**src/rtl/block_interleaver_if.sv**
```systemverilog
// Handshake bundle for block_interleaver: input stream with per-block mode,
// output stream with a first-of-block marker.
interface block_interleaver_if #(
  parameter int DW = 1
);
  logic          mode;
  logic          in_valid;
  logic [DW-1:0] in_data;
  logic          in_ready;
  logic          out_valid;
  logic [DW-1:0] out_data;
  logic          out_ready;
  logic          blk_first;

  modport master (
    output mode, in_valid, in_data, out_ready,
    input  in_ready, out_valid, out_data, blk_first
  );

  modport slave (
    input  mode, in_valid, in_data, out_ready,
    output in_ready, out_valid, out_data, blk_first
  );
endinterface

```
**src/rtl/block_interleaver.sv**
```systemverilog
// ROWS x COLS ping-pong block (de)interleaver, one symbol per clock on each side.
// Defining INTLV_FLUSH_EN adds a synchronous flush input with the same effect as reset.
module block_interleaver #(
  parameter int ROWS = 4,
  parameter int COLS = 4,
  parameter int DW   = 1
) (
  input  logic clk,
  input  logic rst,
`ifdef INTLV_FLUSH_EN
  input  logic flush,
`endif
  block_interleaver_if.slave bus
);

  localparam int            N    = ROWS * COLS;
  localparam int            IW   = $clog2(N);
  localparam int            AW   = IW + 1;
  localparam logic [IW-1:0] LAST = IW'(N - 1);

  logic [DW-1:0] mem_q [2][N];

  logic [1:0]    full_q, full_d;
  logic [1:0]    mode_q, mode_d;
  logic          wr_bank_q, wr_bank_d;
  logic          rd_bank_q, rd_bank_d;
  logic [IW-1:0] wr_idx_q, wr_idx_d;
  logic [IW-1:0] rd_idx_q, rd_idx_d;

  logic          clr;
  logic          in_hs;
  logic          out_hs;
  logic          rd_valid;
  logic [AW-1:0] rd_k;
  logic [AW-1:0] rd_addr;
  logic          unused_addr_msb;

`ifdef INTLV_FLUSH_EN
  assign clr = flush;
`else
  assign clr = 1'b0;
`endif

  assign rd_valid = full_q[rd_bank_q];
  assign in_hs    = bus.in_valid && !full_q[wr_bank_q];
  assign out_hs   = rd_valid && bus.out_ready;

  // Bank is written row-major; the read order applies the permutation, so both
  // modes share the same write path and only the read address differs.
  always_comb begin
    rd_k = AW'(rd_idx_q);
    if (mode_q[rd_bank_q]) begin
      rd_addr = (rd_k % AW'(COLS)) * AW'(ROWS) + rd_k / AW'(COLS);
    end else begin
      rd_addr = (rd_k % AW'(ROWS)) * AW'(COLS) + rd_k / AW'(ROWS);
    end
  end

  assign unused_addr_msb = rd_addr[AW-1];

  assign bus.in_ready  = !full_q[wr_bank_q];
  assign bus.out_valid = rd_valid;
  assign bus.out_data  = rd_valid ? mem_q[rd_bank_q][rd_addr[IW-1:0]] : '0;
  assign bus.blk_first = rd_valid && (rd_idx_q == '0);

  // NOTE: combinational next-state uses blocking '=' with every variable given a
  // default first, so no path leaves a signal unassigned and no latch is inferred.
  always_comb begin
    full_d    = full_q;
    mode_d    = mode_q;
    wr_bank_d = wr_bank_q;
    rd_bank_d = rd_bank_q;
    wr_idx_d  = wr_idx_q;
    rd_idx_d  = rd_idx_q;

    if (in_hs) begin
      if (wr_idx_q == '0) begin
        mode_d[wr_bank_q] = bus.mode;
      end
      if (wr_idx_q == LAST) begin
        wr_idx_d          = '0;
        full_d[wr_bank_q] = 1'b1;
        wr_bank_d         = !wr_bank_q;
      end else begin
        wr_idx_d = wr_idx_q + 1'b1;
      end
    end

    // A bank being written is never full, so this clear cannot hit the bank set above.
    if (out_hs) begin
      if (rd_idx_q == LAST) begin
        rd_idx_d          = '0;
        full_d[rd_bank_q] = 1'b0;
        rd_bank_d         = !rd_bank_q;
      end else begin
        rd_idx_d = rd_idx_q + 1'b1;
      end
    end

    if (clr) begin
      full_d    = '0;
      mode_d    = '0;
      wr_bank_d = 1'b0;
      rd_bank_d = 1'b0;
      wr_idx_d  = '0;
      rd_idx_d  = '0;
    end
  end

  // NOTE: state flops use non-blocking '<=' so every flop samples pre-edge values.
  always_ff @(posedge clk or negedge rst) begin
    if (!rst) begin
      full_q    <= '0;
      mode_q    <= '0;
      wr_bank_q <= 1'b0;
      rd_bank_q <= 1'b0;
      wr_idx_q  <= '0;
      rd_idx_q  <= '0;
    end else begin
      full_q    <= full_d;
      mode_q    <= mode_d;
      wr_bank_q <= wr_bank_d;
      rd_bank_q <= rd_bank_d;
      wr_idx_q  <= wr_idx_d;
      rd_idx_q  <= rd_idx_d;
    end
  end

  // NOTE: symbol storage has no reset; full flags gate every read, so stale
  // contents are never observable and the array can map onto plain RAM.
  always_ff @(posedge clk) begin
    if (in_hs && !clr) begin
      mem_q[wr_bank_q][wr_idx_q] <= bus.in_data;
    end
  end

  // Simulation sanity checks on the read side.
  assert property (@(posedge clk) disable iff (!rst)
    rd_valid |-> (rd_addr < AW'(N)));

  assert property (@(posedge clk) disable iff (!rst)
    (rd_valid && !bus.out_ready && !clr) |=> (rd_valid && $stable(bus.out_data)));

endmodule

```
**src/flat_wrapper.sv**
```systemverilog
// flat-port wrapper written by rule: the top's interface ports become plain ports
module block_interleaver_flat 
#(
  parameter int ROWS = 4,
  parameter int COLS = 4,
  parameter int DW   = 1
)
  (clk, rst, bus_mode, bus_in_valid, bus_in_data, bus_out_ready, bus_in_ready, bus_out_valid, bus_out_data, bus_blk_first);
  block_interleaver_if #(.DW(DW)) bus_i ();
  input  logic clk;
  input  logic rst;
  input wire logic [$bits(bus_i.mode)-1:0] bus_mode;
  input wire logic [$bits(bus_i.in_valid)-1:0] bus_in_valid;
  input wire logic [$bits(bus_i.in_data)-1:0] bus_in_data;
  input wire logic [$bits(bus_i.out_ready)-1:0] bus_out_ready;
  output wire logic [$bits(bus_i.in_ready)-1:0] bus_in_ready;
  output wire logic [$bits(bus_i.out_valid)-1:0] bus_out_valid;
  output wire logic [$bits(bus_i.out_data)-1:0] bus_out_data;
  output wire logic [$bits(bus_i.blk_first)-1:0] bus_blk_first;
  assign bus_i.mode = bus_mode;
  assign bus_i.in_valid = bus_in_valid;
  assign bus_i.in_data = bus_in_data;
  assign bus_i.out_ready = bus_out_ready;
  assign bus_in_ready = bus_i.in_ready;
  assign bus_out_valid = bus_i.out_valid;
  assign bus_out_data = bus_i.out_data;
  assign bus_blk_first = bus_i.blk_first;
  block_interleaver #(.ROWS(ROWS), .COLS(COLS), .DW(DW)) u_core (.clk(clk), .rst(rst), .bus(bus_i));
endmodule
```
**config.mk**
```make
export PLATFORM = sky130hd
export DESIGN_NAME = block_interleaver_flat
export DESIGN_NICKNAME = d
export VERILOG_FILES = /design/src/rtl/block_interleaver_if.sv /design/src/rtl/block_interleaver.sv /design/src/flat_wrapper.sv
export SDC_FILE = /design/constraint.sdc
export NUM_CORES = 1
export LEC_CHECK = 0
export CAP_MARGIN = 40
export CORE_MARGIN = 8
export CORE_UTILIZATION = 60
export DETAILED_ROUTE_END_ITERATION = 10
export PLACE_DENSITY = 0.79
export SLEW_MARGIN = 20
export SYNTH_ARGS = -nofsm -noshare
export SYNTH_HDL_FRONTEND = slang
export SYNTH_SLANG_ARGS = --single-unit
```
**constraint.sdc**
```tcl
create_clock -name clk -period 3.75 [get_ports clk]
set_input_delay 0.9375 -clock clk [delete_from_list [all_inputs] [get_ports clk]]
set_output_delay 0.9375 -clock clk [all_outputs]
set_load 0.01 [all_outputs]
```
==> results of run 1 <==
[critical path, stage by stage (launching register included)]
cell and delay (ns):
dfrtp_2 0.58, mux4_1 0.60, mux2_2 0.28, o31ai_2 0.21
a221oi_2 0.06, clkdlybuf4s50_1 0.48
[how the worst min path moves through the flow]
stage,to,slack [ns],depth (start not counted)
final,u_core.full_q[1],0.59,1
after global routing,u_core.full_q[1],0.60,1
after CTS,u_core.full_q[1],0.59,1
after detailed placement,u_core.full_q[0],0.56,1
after global placement,u_core.full_q[0],0.53,1
after floorplan,u_core.full_q[0],0.51,1
[flip-flops by register name, summed over array words and instances (netlist names)]
name	count
u_core.mem_q	32
u_core.rd_idx_q	4
u_core.wr_idx_q	4
u_core.full_q	2
u_core.rd_bank_q	1
u_core.wr_bank_q	1
[area by class of cell]
| type | count | area [um^2] |
|---|---|---|
| fillers | 267 | 1060 |
| clock inverters | 2 | 11.3 |
| clock buffers | 6 | 41.3 |
| inverters | 6 | 22.5 |
| repair buffers | 10 | 103 |
| multi-input cells | 106 | 802 |
| flip-flops and latches | 44 | 1260 |
| well taps | 46 | 57.6 |
[cells by family (layout without fill, tap and decap cells)]
family,after synthesis,after routing
multiplexers,15,15
XOR/XNOR,4,4
AO/OA/AOI/OAI,16,16
adder cells (fa/ha/maj),6,6
AND/OR/NAND/NOR,65,65
flip-flops,44,44
buffers and inverters,10,24
[cells in the final DEF, fill, tap and decap left out, types with 2 or more instances in the layout]
master	n
xnor2_1	4
inv_1	6
or3_1	2
ha_1	6
mux2i_1	4
nor3_1	3
a21oi_1	2
nand3_1	3
nand2_1	13
dfrtp_1	11
nand2b_1	2
clkdlybuf4s50_1	8
and3_1	3
edfxtp_1	32
clkbuf_4	5
nor3_2	2
mux4_1	7
o21ai_0	7
nor2_1	31
mux2_2	3
nor2b_1	2
[power by group]
part / internal [mW] / leakage (nW) / switching, mW / total [mW]
clock: 0.0715 / 0.0259 / 0.143 / 0.214
sequential: 0.596 / 0.437 / 0.117 / 0.713
combinational: 0.218 / 0.346 / 0.255 / 0.474
[through the flow]
stage,cells,hold slack [ns]
after detailed placement,211,0.558
after floorplan,160,0.508
after CTS,219,0.590
after global placement,211,0.529
final,220,0.589
after global routing,220,0.603
[routing by layer]
layer	routed length, um	track usage	vias up
met3	226	0.0447	6
li1	-	-	611
met1	1480	0.168	620
met5	0	0	-
met2	1840	0.252	31
met4	55	0.0576	0
==> flow_summary.toml, run 1 <==
[power]
total_power_mw = 1.40
pwr_density_cell_nw_per_um2 = 609
vdd_drop_max_v = 0.000365
p_leak_nw = 0.810

[logic_synthesis]
syn_avg_cell_area_um2 = 13.2
synth-compound-area-share = 0.0556
synth_nets = 172
yosysSeqAreaShare = 0.596
syn_area_um2 = 2120
async_reset_ff_frac = 0.273
yosysUniqueCellTypes = 33
synth_top_family_by_area = "simple AND/OR/NAND/NOR gates"
synth_most_common_cell = "edfxtp_1"
synthTopCellsByCount = "edfxtp_1 (32), nor2_1 (31), nand2_1 (13)"
synth_xor_area_frac = 0.0166
synth_top_area_cell = "edfxtp_1"
synth_edf_count = 32
yosys.area_share.simple = 0.143
ys_ff_latch = 44
synthMuxAreaShare = 0.129
synth_cells = 160
yosysWarnings = 0
synth_top_area_frac = 0.454
ys.flop_type = "edfxtp_1"
synthTopCellsByArea = "edfxtp_1 (45%), dfrtp_1 (14%), mux4_1 (8.7%)"
synth_fa_ha_area_frac = 0.0355

[detailed_routing]
via_count = 1268
routed_wl_um = 3600
wl_per_cell_um = 16.4
drt-pass1-iter-count = 5
postRouteAntennaNets = 0
drc = 0
drt_iter0_drc = 26
viasPerCell = 5.76

[placement]
pre_cts_slack_ns = 0.433
placed_area_um2 = 2230
dp_hpwl_um = 2580
gp_congestion = 0.743
io_buffers = 8

[floorplanning]
core_area_um2 = 3360
die_h_um = 75.4
num_io_pins = 10
die_area_um2 = 5680
num_rows = 21
start_util = 0.629
die_w_um = 75.4

[global_route]
grt_pass1_vias = 1270
grt_max_degree = 33
grt_pass1_wl_um = 6010
grt_overflow = 0
antenna_found_initial = 0
grtUsageTotal = 0.147

[run]
maxCapViolCount = 0

[clock_network]
clockRootBuffer = "clkbuf_4"
cts_buffers = 5
ctsResizeCount = 0
htreeDepth = 2
clk_path_buf_depth = 2
clock-sinks = 44
ctsHoldBuffers = 0
clock_latency_ns = 0.35
clk_pin_slew_ns = 0.12
cts_setup_buffers = 0
cts_tree = "done"

[sta]
min_period_ns = 3.51
hold_violations = 0
rsz0062_at_grt = "false"
max_slew_margin = 0.616
fin_tns_setup_ns = 0
skew_ns = 0.0112
setup_viol = 0
clock.fmax_mhz = 285
setup_ws_ns = 0.239
period_share = 0.936
final_max_slew_viol_count = 0
tightest_slew_ns = 0.575

[cells_and_area]
nNetsFinal = 185
final_core_util = 0.684
diodes = 0
areaGrowthSynthToFinish_pct = 8.69
final_area_um2 = 2300
drive_gt1_frac = 0.109

[setup_path]
ff2ff_setup_slack_ns = 1.58
worstSetupPathType = "flip-flop to output pin"
path_max_fanout = 11
crit_path_start = "u_core.rd_bank_q"
worst_r2r_startpoint = "u_core.wr_bank_q"
arrival_ns = 2.57
r2r_cells = 4
r2r-end = "u_core.mem_q[0][3]"
end_kind = "output pin"
setup.worst_path.end = "bus_out_data"
start_kind = "flip-flop"
critPathRequiredTime_ns = 2.81

[hold_path]
hold_start = "u_core.full_q[1]"
worstHoldPathType = "flip-flop to flip-flop"

[status]
status = "finished, final reports clean"
Power figures use the tool's default switching activity.
==> run 2: changes to the inputs <==
- SKIP_LAST_GASP: not set -> 1
==> results of run 2 <==
No change in the layout: final DEF, timing and power equal those of run 1.
==> run 3: changes to the inputs <==
- SKIP_LAST_GASP: 1 -> not set
==> results of run 3 <==
No change in the layout: final DEF, timing and power equal those of run 1.
